$ cat src/rtl/wb_bus_decoder.sv
// Single-master Wishbone decoder: registers each request, steers it to the ROM, RAM or IO
// slave by address window, and routes ack/err/read data back, adding decode-miss and timeout errors.
module wb_bus_decoder #(
  parameter logic [63:0] S0_BASE = 64'h0000_8000_0000_0000,
  parameter logic [63:0] S0_MASK = 64'hFFFF_FFFF_FFFF_0000,
  parameter logic [63:0] S1_BASE = 64'h0000_0000_0000_0000,
  parameter logic [63:0] S1_MASK = 64'hFFFF_FFFF_FFF0_0000,
  parameter logic [63:0] S2_BASE = 64'h0000_C000_0000_0000,
  parameter logic [63:0] S2_MASK = 64'hFFFF_FFFF_FFFF_F000,
  parameter int          TIMEOUT = 16
) (
  input  logic          clk_i,
  input  logic          rst_n_i,
  input  logic [63:0]   m_adr_i,
  input  logic [63:0]   m_dat_i,
  input  logic          m_we_i,
  input  logic [7:0]    m_sel_i,
  input  logic          m_stb_i,
  input  logic          m_cyc_i,
  output logic [63:0]   m_dat_o,
  output logic          m_ack_o,
  output logic          m_err_o,
  output logic [63:0]   s_adr_o,
  output logic [63:0]   s_dat_o,
  output logic          s_we_o,
  output logic [7:0]    s_sel_o,
  output logic [2:0]    s_cyc_o,
  output logic [2:0]    s_stb_o,
  input  logic [191:0]  s_dat_i,
  input  logic [2:0]    s_ack_i,
  input  logic [2:0]    s_err_i,
  output logic [1:0]    err_cause_o
);

  typedef enum logic [1:0] {IDLE, BUSY, RELEASE} state_t;

  localparam int CNT_W = (TIMEOUT > 1) ? $clog2(TIMEOUT) : 1;
  localparam logic [CNT_W-1:0] CNT_LAST = CNT_W'(TIMEOUT - 1);

  state_t           state_q, state_d;
  logic [1:0]       idx_q, idx_d;
  logic [CNT_W-1:0] cnt_q, cnt_d;
  logic [63:0]      mDat_q, mDat_d;
  logic             mAck_q, mAck_d;
  logic             mErr_q, mErr_d;
  logic [63:0]      sAdr_q, sAdr_d;
  logic [63:0]      sDat_q, sDat_d;
  logic             sWe_q, sWe_d;
  logic [7:0]       sSel_q, sSel_d;
  logic [1:0]       cause_q, cause_d;

  logic [2:0]       hit;
  logic             slvAck, slvErr, timeoutHit;
  logic [63:0]      slvRdata;
  logic [2:0]       stbVec;

  assign hit[0] = (m_adr_i & S0_MASK) == S0_BASE;
  assign hit[1] = (m_adr_i & S1_MASK) == S1_BASE;
  assign hit[2] = (m_adr_i & S2_MASK) == S2_BASE;

  assign timeoutHit = (TIMEOUT != 0) && (cnt_q == CNT_LAST);

  // Only the slave that owns the current transfer is listened to
  always_comb begin
    slvAck   = 1'b0;
    slvErr   = 1'b0;
    slvRdata = '0;
    case (idx_q)
      2'd0: begin slvAck = s_ack_i[0]; slvErr = s_err_i[0]; slvRdata = s_dat_i[63:0];    end
      2'd1: begin slvAck = s_ack_i[1]; slvErr = s_err_i[1]; slvRdata = s_dat_i[127:64];  end
      2'd2: begin slvAck = s_ack_i[2]; slvErr = s_err_i[2]; slvRdata = s_dat_i[191:128]; end
      default: ;
    endcase
  end

  always_comb begin
    state_d = state_q;
    idx_d   = idx_q;
    cnt_d   = cnt_q;
    mDat_d  = mDat_q;
    mAck_d  = 1'b0;
    mErr_d  = 1'b0;
    sAdr_d  = sAdr_q;
    sDat_d  = sDat_q;
    sWe_d   = sWe_q;
    sSel_d  = sSel_q;
    cause_d = cause_q;
    case (state_q)
      IDLE: begin
        if (m_cyc_i && m_stb_i) begin
          sAdr_d  = m_adr_i;
          sDat_d  = m_dat_i;
          sWe_d   = m_we_i;
          sSel_d  = m_sel_i;
          cause_d = 2'd0;
          cnt_d   = '0;
          if (hit[0]) begin
            idx_d   = 2'd0;
            state_d = BUSY;
          end else if (hit[1]) begin
            idx_d   = 2'd1;
            state_d = BUSY;
          end else if (hit[2]) begin
            idx_d   = 2'd2;
            state_d = BUSY;
          end else begin
            mErr_d  = 1'b1;
            cause_d = 2'd1;
            state_d = RELEASE;
          end
        end
      end
      // An abort by the master beats any response arriving in the same cycle
      BUSY: begin
        if (!m_cyc_i) begin
          state_d = IDLE;
        end else if (slvAck) begin
          mAck_d  = 1'b1;
          if (!sWe_q) mDat_d = slvRdata;
          state_d = RELEASE;
        end else if (slvErr) begin
          mErr_d  = 1'b1;
          cause_d = 2'd2;
          state_d = RELEASE;
        end else if (timeoutHit) begin
          mErr_d  = 1'b1;
          cause_d = 2'd3;
          state_d = RELEASE;
        end else begin
          cnt_d = cnt_q + CNT_W'(1);
        end
      end
      RELEASE: begin
        if (!m_stb_i) state_d = IDLE;
      end
      default: state_d = IDLE;
    endcase
  end

  always_ff @(posedge clk_i or negedge rst_n_i) begin
    if (!rst_n_i) begin
      state_q <= IDLE;
      idx_q   <= 2'd0;
      cnt_q   <= '0;
      mDat_q  <= '0;
      mAck_q  <= 1'b0;
      mErr_q  <= 1'b0;
      sAdr_q  <= '0;
      sDat_q  <= '0;
      sWe_q   <= 1'b0;
      sSel_q  <= '0;
      cause_q <= 2'd0;
    end else begin
      state_q <= state_d;
      idx_q   <= idx_d;
      cnt_q   <= cnt_d;
      mDat_q  <= mDat_d;
      mAck_q  <= mAck_d;
      mErr_q  <= mErr_d;
      sAdr_q  <= sAdr_d;
      sDat_q  <= sDat_d;
      sWe_q   <= sWe_d;
      sSel_q  <= sSel_d;
      cause_q <= cause_d;
    end
  end

  // Strobes are decoded straight from the state so reset kills them without waiting for a clock
  assign stbVec = (state_q == BUSY) ? (3'b001 << idx_q) : 3'b000;

  assign s_cyc_o     = stbVec;
  assign s_stb_o     = stbVec;
  assign m_dat_o     = mDat_q;
  assign m_ack_o     = mAck_q;
  assign m_err_o     = mErr_q;
  assign s_adr_o     = sAdr_q;
  assign s_dat_o     = sDat_q;
  assign s_we_o      = sWe_q;
  assign s_sel_o     = sSel_q;
  assign err_cause_o = cause_q;

endmodule

$ cat config.mk
export PLATFORM = sky130hd
export DESIGN_NAME = wb_bus_decoder
export DESIGN_NICKNAME = d
export VERILOG_FILES = /design/src/rtl/wb_bus_decoder.sv
export SDC_FILE = /design/constraint.sdc
export NUM_CORES = 1
export LEC_CHECK = 0
export CORE_AREA = 4 4 209 211
export CTS_CLUSTER_SIZE = 28
export DETAILED_ROUTE_END_ITERATION = 12
export DIE_AREA = 0 0 213 215
export GPL_TIMING_DRIVEN = 0
export PLACE_DENSITY = 0.64
export SETUP_SLACK_MARGIN = 0.02
export SLEW_MARGIN = 10
export SYNTH_ARGS = -nofsm -noshare
export SYNTH_HDL_FRONTEND = slang
export SYNTH_SLANG_ARGS = --single-unit
$ cat constraint.sdc
create_clock -name clk_i -period 3.4 [get_ports clk_i]
set_clock_uncertainty 0.2 [all_clocks]
set_input_delay 1.02 -clock clk_i [delete_from_list [all_inputs] [get_ports clk_i]]
set_output_delay 1.02 -clock clk_i [all_outputs]
set_load 0.02 [all_outputs]
## After elaboration in Yosys (flattened, before gate mapping)

Cells that the tools add are included.

| storage, ports and cells | value |
|---|---|
| flip-flop bits (word level) | 213 |
| logic and storage cells | 85 |

| cells by class | value |
|---|---|
| add/subtract/negate cells | 1 |
| equality and inequality tests | 15 |
| shift operators | 1 |
| muxes and demuxes | 44 |
| bitwise gates (word level) | 1 |
| reductions and logical operators | 12 |

Operator list:

| kind | count |
|---|---|
| 64-bit one-hot mux with 3 select lines | 1 |
| 64-bit logical NOT | 1 |
| 52-bit by 36-bit equality test with 1-bit output, second input constant | 1 |
| 48-bit by 32-bit equality test with 1-bit output, second input constant | 1 |
| 2-bit 2-to-1 mux | 17 |
| 4-bit 2-to-1 mux | 5 |
| 1-bit 2-to-1 mux | 14 |
| 2-bit inequality test, second input constant | 6 |
| 4-bit one-hot mux with 2 select lines | 1 |
| 1-bit one-hot mux with 3 select lines | 2 |
| 2-bit one-hot mux with 3 select lines | 1 |
| 3-bit AND reduction | 2 |
| 6-bit AND reduction | 1 |
| 5-bit inequality test, second input constant | 1 |
| 5-bit AND reduction | 1 |
| 4-bit by 1-bit adder with 4-bit output, second input constant | 1 |
| 2-bit by 1-bit equality test with 1-bit output, second input constant | 2 |
| 2-bit equality test, second input constant | 2 |
| 4-bit equality test, second input constant | 1 |
| 2-bit logical NOT | 2 |
| 2-bit one-hot mux with 2 select lines | 1 |
| 4-bit AND reduction | 1 |
| 3-bit 2-to-1 mux | 1 |
| 3-bit inequality test, second input constant | 1 |
| other kinds (7) | 7 |

## Longest topological paths before layout

| logic depth | value |
|---|---|
| depth after elaboration | 6 |
| mapped depth | 9 |
| mapped depth without buffers | 6 |

## Worst setup path after synthesis

OpenSTA, ideal clock, no wires.

| path | value |
|---|---|
| path type | flip-flop to output port |
| start point | reg idx_q[0] |
| end point | out s_stb_o[2] |
| arrival time | 1.768 ns |
| slack | 0.412 ns |
| stages on the path, launching flop included | 6 |
| buffers on the path | 4 |
| cell sequence | dfrtp_1 > buf_4 > clkbuf_1 > buf_1 > nor3b_1 > buf_4 |

| on the way | value |
|---|---|
| longest elaborated chain between the ends | 2 |

Ends and longest elaborated chain:

| item | RTL line | text |
|---|---|---|
| from (decl) | 41 | `logic [1:0] idx_q, idx_d;` |
| from (signal assigned) | 155 | `idx_q <= idx_d;` |
| 1-bit by 2-bit left shift with 3-bit output | 169 | `assign stbVec = (state_q == BUSY) ? (3'b001 << idx_q) : 3'b000;` |
| 3-bit 2-to-1 mux | 169 |  |
| to (decl) | 28 | `output logic [2:0] s_stb_o,` |

No other way between the ends.

## Worst setup path after layout

| path | value |
|---|---|
| start point | reg idx_q[0] |
| end point | out s_stb_o[1] |

The elaborated chain is that of the path after synthesis.

==> impl_metrics.csv <==
group,metric,value,unit
cts,cts_tree,"built",
synth,syn_area,9430,um^2
setup_path,cp_max_fo,10,
layout,nNetsFinal,1716,
setup_path,r2r_cells,7,
power_and_ir_drop,seqPwrFrac,0.385,
setup_path,slowest_delay,370,ps
layout,fillers,4045,
sta,tightest_slew,621,ps
sta,rsz0062_at_grt,"no",
layout,synthToLayoutAreaGrowth,75.5,%
synth,avgSynthCellArea,11.8,um^2
cts,clk_latency,530,ps
routing,viasPerCell,4.37,
power_and_ir_drop,p_total,8.00,mW
setup_path,crit_slowest_cell,"dfrtp_1",
cts,cts-buffers-inserted,26,
grt,overflow,0,
routing,drc,0,
routing,wl_per_cell,19.5,um
floorplan,die_height,215,um
sta,finalHoldViolations,0,
synth,yosys.area.top_type,"dfrtp_1",
synth,syn_inst,799,
routing,wl,37700,um
grt,antenna_found_initial,1,
setup_path,required,2180,ps
routing,vias,8456,
flow_run,drv_cap,0,
placement,dp.cells,1889,
synth,synth-xor-area-share,0.00186,
power_and_ir_drop,peakVddDrop,0.405,mV
grt,grt_max_degree,101,
sta,slew_violations,0,
cts,cts_buffer_depth,3,
grt,grt_pass1_vias,9398,
floorplan,start_util,0.226,
power_and_ir_drop,p_comb_frac,0.273,
synth,synthMuxAreaShare,0.236,
setup_path,worstPathArrival,2010,ps
synth,yosysWarnings,0,
cts,htree_levels,1,
sta,relSlewSlack,0.581,
setup_path,critical_path.top_delay_family,"buffers and inverters",
synth,synth.ff_latch_count,213,
outcome,status,"finished, final reports clean",
synth,synthesis.nets,1139,
sta,setup_viol_count_final,0,
synth,synth_area_leaders,"dfrtp_1, mux2_2, mux2i_1",
layout,final_util,0.396,
sta,finalCriticalPeriod,3230,ps
sta,max_freq,309,MHz
synth,synth_top_family_by_area,"multiplexers",
cts,cts_hold_buf,0,
power_and_ir_drop,pwr-share-clk,0.342,
placement,io_buffers,549,
floorplan,num_io_pins,550,
setup_path,critPathBufInv,4,
routing,ant_nets,0,
placement,dp.final_hpwl,30200,um
setup_path,cp-end-kind,"output port",
grt,gr-usage-all-layers,0.156,
layout,drive_gt1_frac,0.163,
power_and_ir_drop,netSwitchingFraction,0.275,
power_and_ir_drop,power.leakage,6.65,nW
synth,ys_seq_area_frac,0.565,
floorplan,die_area,45800,um^2
layout,antenna_cells,0,
setup_path,start_kind,"register",
power_and_ir_drop,p_int,5.80,mW
synth,synth-simple-area-share,0.0795,
routing,drt_iter0_drc,315,
layout,final-instance-count-excl-fill,1934,
placement,place_congestion,0.854,
synth,synth-compound-area-share,0.0808,
sta,worst_slack,166,ps
power_and_ir_drop,switchingPower,2.20,mW
hold_path,min_path_type,"in2async",
floorplan,die_x,213,um
routing,first_pass_iters,4,
floorplan,row_count,75,
synth,yosys.area_share.adder,0.00133,
cts,path_clk_slew,60,ps
setup_path,cp_common_cell,"buf_6",
sta,finalCritPeriodShare,0.951,
floorplan,coreArea,41800,um^2
synth,ys_types,41,
setup_path,path_class,"reg2out",
power_and_ir_drop,power_density,484,nW/um^2
cts,clock-root-buffer,"clkbuf_16",
setup_path,cp.depth,6,
synth,yosys.area.top_type_share,0.565,
grt,grt_pass1_wl,55900,um
cts,clkSinkCount,213,
placement,dp_slack,-298,ps
setup_path,crit_chain,"buf_6, nor2b_1, buf_6, and2_1, buf_4, clkdlybuf4s15_1",
## worst register-to-register path: cells and delay by family, from the launching register on
family,cells,cell delay (ps)
compound gates,2,300
buf+inv,3,800
flops,1,320
simple gates,1,190
mux,1,370
## repair_timing
| item | in CTS | in global routing |
|---|---|---|
| setup buffers | 1 | 0 |
| gates resized for setup | 17 | 1 |
| endpoints found under the setup margin | 6 | 1 |
## layout make-up
| class | instances | area (um^2) | share of cell area |
|---|---|---|---|
| repair buffers | 552 | 5560 | 0.336 |
| plain buffers | 53 | 339 | 0.0205 |
| flip-flops and latches | 213 | 5330 | 0.322 |
| clock buffers | 42 | 802 | 0.0485 |
| clock inverters | 5 | 52.6 | 0.00318 |
| multi-input cells | 527 | 3780 | 0.228 |
| well taps | 539 | 674 | 0.0408 |
| inverters | 3 | 11.3 | 0.000681 |
## layer usage
layer,up-vias,global-route usage,part of all wire
met5,-,0,0.00019
met4,2,0.0507,0.030
met3,56,0.0500,0.092
met2,354,0.281,0.50
met1,4083,0.173,0.38
li1,3961,-,-
## synthesized netlist by cell type (all sizes together)
| library cell | count |
|---|---|
| xnor2 | 2 |
| nor2b | 4 |
| a31o | 1 |
| nand2b | 1 |
| mux2i | 66 |
| o32a | 1 |
| or2 | 1 |
| a21oi | 66 |
| and4 | 1 |
| and3b | 1 |
| nor3b | 1 |
| clkbuf | 16 |
| nor2 | 72 |
| nand4 | 2 |
| ha | 1 |
| mux2 | 139 |
| o211ai | 2 |
| a221o | 1 |
| nand2 | 65 |
| nand3b | 2 |
| and2 | 2 |
| a22o | 1 |
| o21ai | 69 |
| dfrtp | 213 |
| a21o | 1 |
| o2111ai | 1 |
| nor3 | 5 |
| nand3 | 6 |
| nor4 | 10 |
| inv | 3 |
| buf | 40 |
| nand4b | 1 |
| o41ai | 1 |
| and3 | 1 |
## power groups by stage
| stage | registers [mW] | logic (mW) | clock network (mW) |
|---|---|---|---|
| after floorplan | 3.54 | 0.424 | 0 |
| after global routing | 3.13 | 2.31 | 2.95 |
| after detailed placement | 3.12 | 2.21 | 0 |
| after global placement | 3.11 | 2.19 | 0 |
| after CTS | 3.09 | 2.22 | 2.84 |
| final | 3.08 | 2.19 | 2.73 |
## registers in the layout, indices dropped and copies added, names as in the netlist
name / cells
err_cause_o: 2
idx_q: 2
cnt_q: 4
s_sel_o: 8
s_dat_o: 64
state_q: 2
m_ack_o: 1
m_dat_o: 64
s_we_o: 1
s_adr_o: 64
m_err_o: 1
## worst paths after layout
check | to | slack, ps | from
worst max-delay path | s_stb_o[1] | 170 | idx_q[0]
worst min-delay path | s_adr_o[36] | 150 | rst_n_i
worst max register to register | m_dat_o[21] | 1080 | idx_q[1]
worst min register to register | m_dat_o[28] | 280 | m_dat_o[28]
max in group asynchronous | m_dat_o[63] | 2020 | rst_n_i
min in group clk_i | m_dat_o[28] | 280 | m_dat_o[28]
## cell families (layout without fill, tap and decap cells)
family          count (synthesis)  in the layout
buf+inv                        59            655
flops                         213            213
simple gates                  175            175
mux                           205            205
fa+ha+maj                       1              1
xor+xnor                        2              2
compound gates                144            144
## per-stage QoR
step | area (um^2) | TNS (ps) | hold WS (ps)
after floorplan | 9430 | 0 | 301
after global placement | 15600 | -1738900 | 264
after detailed placement | 15700 | -1670 | 270
after CTS | 16500 | 0 | 126
after global routing | 16500 | 0 | 144
final | 16500 | 0 | 153
## placed cells by master (no fill, tap or decap), drive strengths merged, types with 3 or more instances in the layout
master | netlist | final
dlygate4sd2 | 0 | 5
clkbuf | 16 | 57
nor3 | 5 | 5
nand3 | 6 | 6
a21oi | 66 | 66
mux2 | 139 | 139
o21ai | 69 | 69
nor2b | 4 | 4
clkinv | 0 | 3
nand2 | 65 | 65
nor2 | 72 | 72
clkdlybuf4s50 | 0 | 542
dfrtp | 213 | 213
mux2i | 66 | 66
inv | 3 | 3
nor4 | 10 | 10
buf | 40 | 42
Note: power is estimated with default switching activity, not from simulation.
